[config.mk]
export PLATFORM = sky130hd
export DESIGN_NAME = greeting_rx
export DESIGN_NICKNAME = d
export VERILOG_FILES = /design/src/rtl/greeting_rx.sv
export SDC_FILE = /design/constraint.sdc
export NUM_CORES = 1
export LEC_CHECK = 0
export ABC_CLOCK_PERIOD_IN_PS = 2400
export CORE_ASPECT_RATIO = 0.7
export CORE_MARGIN = 2
export CORE_UTILIZATION = 30
export DETAILED_ROUTE_END_ITERATION = 8
export PLACE_DENSITY_LB_ADDON = 0.08
export RECOVER_POWER = 100
export SLEW_MARGIN = 20
export SYNTH_ARGS = -nofsm -noshare
export SYNTH_HDL_FRONTEND = slang
export SYNTH_SLANG_ARGS = --single-unit
[constraint.sdc]
create_clock -name clk -period 2.4 [get_ports clk]
set_input_delay 0.36 -clock clk [delete_from_list [all_inputs] [get_ports clk]]
set_output_delay 0.36 -clock clk [all_outputs]
set_load 0.02 [all_outputs]
[src/rtl/greeting_rx.sv]
`default_nettype none
// ============================================================================
// Module   : greeting_rx
// Purpose  : Line receiver; buffers characters up to a 0x0A terminator, holds
//            the line for a consumer and checks terminator spacing.
// Revision : 1.0
// ============================================================================
module greeting_rx #(
    parameter int MAX_LEN = 32,
    parameter int PERIOD  = 200000,
    parameter int TOTAL   = 5
) (
    input  logic                       clk,
    input  logic                       rst,
    input  logic                       in_valid,
    output logic                       in_ready,
    input  logic [7:0]                 in_data,
    output logic                       line_valid,
    input  logic                       line_ready,
    output logic [$clog2(MAX_LEN):0]   line_len,
    input  logic [$clog2(MAX_LEN)-1:0] rd_addr,
    output logic [7:0]                 rd_data,
    output logic [31:0]                msg_cnt,
    output logic                       period_err,
    output logic                       overflow_err,
    output logic                       done
);

    localparam int             AW        = $clog2(MAX_LEN);
    localparam logic [AW:0]    c_MAX_LEN = (AW+1)'(MAX_LEN);
    localparam logic [31:0]    c_PERIOD  = 32'(PERIOD);
    localparam logic [31:0]    c_TOTAL   = 32'(TOTAL);

    localparam logic [1:0] c_RECV = 2'd0;
    localparam logic [1:0] c_HOLD = 2'd1;
    localparam logic [1:0] c_FIN  = 2'd2;

    logic [1:0]  r_state;
    logic [AW:0] r_wr_ptr;
    logic [AW:0] r_line_len;
    logic [31:0] r_msg_cnt;
    logic [31:0] r_gap;
    logic        r_first;
    logic        r_period_err;
    logic        r_overflow_err;
    logic [7:0]  r_buf [MAX_LEN];

    logic w_xfer;
    logic w_term;
    logic w_char;
    logic w_room;

    assign w_xfer = in_valid && in_ready;
    assign w_term = w_xfer && (in_data == 8'h0A);
    assign w_char = w_xfer && (in_data != 8'h0A);
    assign w_room = (r_wr_ptr < c_MAX_LEN);

    always_ff @(posedge clk or posedge rst) begin
        if (rst) begin
            r_state        <= c_RECV;
            r_wr_ptr       <= '0;
            r_line_len     <= '0;
            r_msg_cnt      <= '0;
            r_gap          <= '0;
            r_first        <= 1'b1;
            r_period_err   <= 1'b0;
            r_overflow_err <= 1'b0;
        end else begin
            if (r_gap != '1) begin
                r_gap <= r_gap + 32'd1;
            end
            case (r_state)
                c_RECV: begin
                    if (w_term) begin
                        r_line_len <= r_wr_ptr;
                        r_wr_ptr   <= '0;
                        r_msg_cnt  <= r_msg_cnt + 32'd1;
                        // Gap restarts at 1 so equal spacing of PERIOD edges reads as PERIOD.
                        r_gap      <= 32'd1;
                        r_first    <= 1'b0;
                        if (!r_first && (r_gap != c_PERIOD)) begin
                            r_period_err <= 1'b1;
                        end
                        r_state <= c_HOLD;
                    end else if (w_char) begin
                        if (w_room) begin
                            r_wr_ptr <= r_wr_ptr + 1'b1;
                        end else begin
                            r_overflow_err <= 1'b1;
                        end
                    end
                end
                c_HOLD: begin
                    if (line_ready) begin
                        r_state <= (r_msg_cnt == c_TOTAL) ? c_FIN : c_RECV;
                    end
                end
                c_FIN:   r_state <= c_FIN;
                default: r_state <= c_RECV;
            endcase
        end
    end

    // Buffer is not reset; a discarded line is simply overwritten later.
    always_ff @(posedge clk) begin
        if (w_char && w_room) begin
            r_buf[r_wr_ptr[AW-1:0]] <= in_data;
        end
    end

    assign in_ready     = (r_state == c_RECV) && !rst;
    assign line_valid   = (r_state == c_HOLD);
    assign done         = (r_state == c_FIN);
    assign line_len     = r_line_len;
    assign rd_data      = r_buf[rd_addr];
    assign msg_cnt      = r_msg_cnt;
    assign period_err   = r_period_err;
    assign overflow_err = r_overflow_err;

endmodule
`default_nettype wire

; ---- After elaboration in Yosys (flattened, before gate mapping)
; Memories as Yosys holds them, arrays and structs flattened.
; Cells that the tools add are included.
; Widths: inputs -> output; s select.
[op_classes]
n_addsub = 3
multipliers = 0
div = 0
order_cmp = 1
eq_ne = 9
shift = 0
mux = 12
bitwise = 2
n_reduce_logical = 16
[ops]
columns = op, n
row1 = $mux 32, 3
row2 = $add 32x1->32 const B, 2
row3 = $eq 32x3->1 const B, 1
row4 = $ne 32x18->1 const B, 1
row5 = $ne 32x32->1 const B, 1
row6 = $mux 6, 3
row7 = $eq 8x4->1 const B, 1
row8 = $ne 8x4->1 const B, 1
row9 = $add 6x1->6 const B, 1
row10 = $logic_and 1x1->1, 6
row11 = $lt 6x6->1 const B, 1
row12 = $mux 2, 3
row13 = $pmux 2 s3, 1
row14 = $reduce_and 3->1, 2
row15 = $reduce_and 2->1, 2
row16 = $reduce_and 4->1, 1
row17 = $reduce_bool 2->1, 2
row18 = $eq 2x1->1 const B, 1
row19 = $eq 2x2->1 const B, 1
row20 = $logic_not 1->1, 2
row21 = $logic_not 2->1, 1
row22 = $mux 1, 2
row23 = $ne 2x1->1 const B, 1
row24 = $ne 2x2->1 const B, 1
row25 = $not 1->1, 2
[totals]
regBits = 81
latch_bits = 0
ram_bits = 256
rom_bits = 0
inputBits = 17
out_inout_bits = 51
elab_cells = 52
n_memories = 1
[mem_list]
columns = name, words, width, read_ports, rd_clocked_by_memory_dff, wr, line
row1 = r_buf, 32, 8, 1, 0, 1, 46  ; logic [7:0] r_buf [MAX_LEN];

; ---- Depth between registers and ports, before layout
[depth]
depth_word = 7
depth_mapped = 8
ltp_nobuf = 6

; ---- Worst setup path before layout
; OpenSTA, ideal clock, no wires.
[synth_path]
path_type = input-to-output
startpoint = input rd_addr[0]
endpoint = output rd_data[5]
arrival_time_ns = 1.993
required_ns = 2.040
path_slack_ns = 0.047
cell_stages = 6
path_buffers = 3
path_cell_list = buf_2 buf_2 buf_2 mux4_2 mux2i_1 o211ai_1
[synth_via]
elab_chain_len = 1
[synth_lines]
columns = element, line
row1 = start: declaration, 21  ; input logic [$clog2(MAX_LEN)-1:0] rd_addr,
row2 = $mem_v2 32x8, --
row3 = end: declaration, 22  ; output logic [7:0] rd_data,
; No other way between the ends.

; ---- Worst setup path in the final report
[layout_path]
startpoint = memory r_buf[19][5]
endpoint = output rd_data[5]
[layout_via]
elab_chain_len = 1
[layout_lines]
columns = element, line
row1 = start: declaration, 46
row2 = $mem_v2 32x8, --
; No other way between the ends.

==> flow_summary.json <==
{
  "outcome": "finished, violations left",
  "violations": "max-capacitance violations, max-slew violations, negative setup slack",
  "h-tree-depth": 2,
  "fp.dieW_um": 264,
  "cts-root-buf": "clkbuf_16",
  "crit_fanout": 1,
  "postSynthCellCount": 922,
  "wl_per_cell_um": 21.7,
  "synth_top_family_by_area": "multiplexers",
  "netSwitchingFraction": 0.243,
  "hpwl_mm": 25.9,
  "combPwrFrac": 0.094,
  "grt-ovfl-total": 0,
  "async_flop_share": 0.240,
  "cts_buffers": 37,
  "drc": 0,
  "routed_wl_mm": 37.8,
  "fin_ws_ns": -0.246,
  "rsz0062_at_grt": "yes",
  "yosys.cell_types.count": 61,
  "postCtsSetupBuffers": 0,
  "syn2layout_area_growth_pct": 26.2,
  "drt_iter0_drc": 541,
  "pwr-share-seq": 0.481,
  "clock_skew_ns": 0.0292,
  "clkTransAtPathRegs_ns": 0.06,
  "nets": 1122,
  "pin_count": 68,
  "switchingPower_uw": 3390,
  "cts_hold_buf": 0,
  "rows": 66,
  "clock_latency_ns": 0.54,
  "ir_drop_v": 0.000544,
  "crit_arrival_ns": 2.29,
  "ys_seq_elements": 337,
  "port_buffers": 67,
  "min_path_type": "in2reg",
  "start_util": 0.305,
  "worstSetupPathType": "reg2out",
  "start_kind": "flop",
  "final_cells": 1737,
  "clk_path_buf_depth": 3,
  "cp-end-kind": "primary output",
  "p_int_uw": 10600,
  "die_h_um": 186,
  "slew_violations": 33,
  "drt_first_pass_iters": 5,
  "setup_violations": 294,
  "yosys.area_share.simple": 0.109,
  "powerDensity_nw_per_um2": 778,
  "grt_pass1_wl_mm": 57.2,
  "grt_usage": 0.156,
  "synthAdderAreaFrac": 0.00704,
  "required_ns": 2.04,
  "synth-compound-area-share": 0.0453,
  "drive_gt1_frac": 0.239,
  "worst_pin_slew_ns": 1.58,
  "ys.warnings.count": 0,
  "synthMuxAreaShare": 0.111,
  "synth_xor_area_frac": 0.0283,
  "grt_pass1_vias": 8565,
  "cts.sinks": 337,
  "syn_area_um2": 14200,
  "avgSynthCellArea_um2": 15.4,
  "total_leakage_power_uw": 0.00636,
  "synth_edf_count": 256,
  "fin_crit_ns": 2.65,
  "core_area_um2": 46700,
  "fmax_mhz": 378,
  "pwr-share-clk": 0.425,
  "grt_antenna_before_repair": 2,
  "fin_crit_sh": 1.10,
  "grt_max_degree": 42,
  "drv_cap": 1,
  "synth_nets": 947,
  "finalPower_uw": 13900,
  "vias": 8557,
  "seq_area_frac_synth": 0.683,
  "cts_tree": "built",
  "vias_per_cell": 4.93,
  "slew_headroom": -0.0560,
  "ant_nets": 0,
  "synthFlopType": "edfxtp_1",
  "hold_viol": 0,
  "fin_setup_tns_ns": -25.60,
  "die_area_um2": 49200,
  "placedCellCount": 1670,
  "routabilityCongestion": 0.763
}
==> metal layers <==
layer	GRT usage	up-vias	share of wire
li1	-	3942	-
met1	0.250	4402	0.53
met2	0.221	163	0.41
met3	0.0246	50	0.040
met4	0.0348	0	0.016
met5	0	-	0
==> flip-flops by register name (all words and copies together) (netlist names) <==
register / count
line_len: 6
msg_cnt: 32
r_first: 1
r_buf: 256
r_gap: 32
overflow_err: 1
r_state: 2
period_err: 1
r_wr_ptr: 6
==> logic make-up after synthesis <==
logic type | Yosys count
AOI/OAI and AO/OA | 91
xor gates and xnor gates | 46
adders and majority gates | 8
buffers and inverters | 53
DFF | 337
muxes | 97
and+or+nand+nor | 290
==> final timing paths <==
path,end,slack [ns],startpoint,cells past startpoint
max,rd_data[5],-0.25,r_buf[19][5],6
min,r_state[0],0.46,line_ready,2
min in group asynchronous,r_gap[24],0.84,rst,4
min reg2reg,line_len[3],0.47,line_len[3],2
max reg2reg,msg_cnt[14],-0.05,r_state[1],7
max in group asynchronous,r_gap[17],0.90,rst,4
==> synthesized netlist by cell type, types with 6 or more instances <==
cell type,n,area share
a21oi_1,10,0.0035
nand3_1,46,0.016
clkbuf_1,15,0.0040
a22oi_1,8,0.0042
a211oi_1,12,0.0063
a31oi_1,6,0.0026
nor2b_1,11,0.0048
o21ai_0,13,0.0046
or3_1,13,0.0057
mux4_2,48,0.076
xnor2_1,31,0.019
nand4_1,14,0.0062
mux2i_1,49,0.034
xor2_1,15,0.0092
edfxtp_1,256,0.54
nor3_1,12,0.0042
nor4_1,12,0.0053
ha_1,8,0.0070
dfrtp_1,80,0.14
inv_1,11,0.0029
o211ai_1,13,0.0069
nand2_1,57,0.015
buf_1,6,0.0016
nor2_1,71,0.019
and3_1,12,0.0053
o21ai_1,6,0.0021
buf_2,18,0.0063
o32a_1,8,0.0056
==> power by group through the flow <==
stage	Clock [uW]	Combinational, uW	Sequential [uW]
after floorplan	0	654	6740
after global placement	0	1250	6830
after detailed placement	0	1240	6830
after CTS	6100	1280	6710
after global routing	6360	1430	6740
final	5930	1310	6710
==> per-stage QoR <==
stage | instance area, um^2 | utilization | hold slack, ns | setup WS (ns)
after floorplan | 14200 | - | 0.459 | 0.0466
after global placement | 16500 | 0.354 | 0.453 | -0.700
after detailed placement | 16500 | 0.354 | 0.468 | -0.703
after CTS | 17900 | 0.383 | 0.428 | -0.278
after global routing | 17900 | 0.384 | 0.467 | -0.317
final | 17900 | 0.384 | 0.457 | -0.246
==> timing repair <==
| action | CTS | global route |
|---|---|---|
| pin swaps | 1 | 0 |
| resized for setup | 75 | 28 |
| hold endpoints to repair | 0 | 0 |
| setup endpoints to repair | 252 | 220 |
==> cell type report <==
| class | count | area (um^2) |
|---|---|---|
| fillers | 4316 | 28700 |
| flip-flops and latches | 337 | 9720 |
| multi-input cells | 532 | 4530 |
| repair buffers | 177 | 1620 |
| clock buffers | 43 | 970 |
| well taps | 612 | 766 |
| clock inverters | 23 | 280 |
| inverters | 12 | 48.8 |
| diodes | 1 | 2.50 |
==> layout by cell type (no fill, tap or decap), types with 10 or more instances in the layout <==
master,count
and3_1,12
clkbuf_16,38
dlygate4sd3_1,48
inv_1,10
nor2_4,29
o211ai_1,13
xor2_1,15
o21ai_0,13
buf_12,17
nor2b_1,11
nor4_1,11
nand2_1,57
edfxtp_1,256
xnor2_1,31
a21oi_1,10
clkbuf_1,13
nand3_1,46
nor3_1,13
or3_1,13
mux4_2,48
nor2_1,42
nand4_1,14
a211oi_1,12
mux2i_1,46
buf_4,73
dfrtp_1,80
==> worst max-delay path: stages, from the launching register on <==
cell      delay (ns)
edfxtp_1        0.37
mux4_2          0.53
mux2i_1         0.20
buf_4           0.17
o32a_1          0.16
o211ai_1        0.14
buf_2           0.20
No activity file was read; power rests on OpenSTA's default activity.
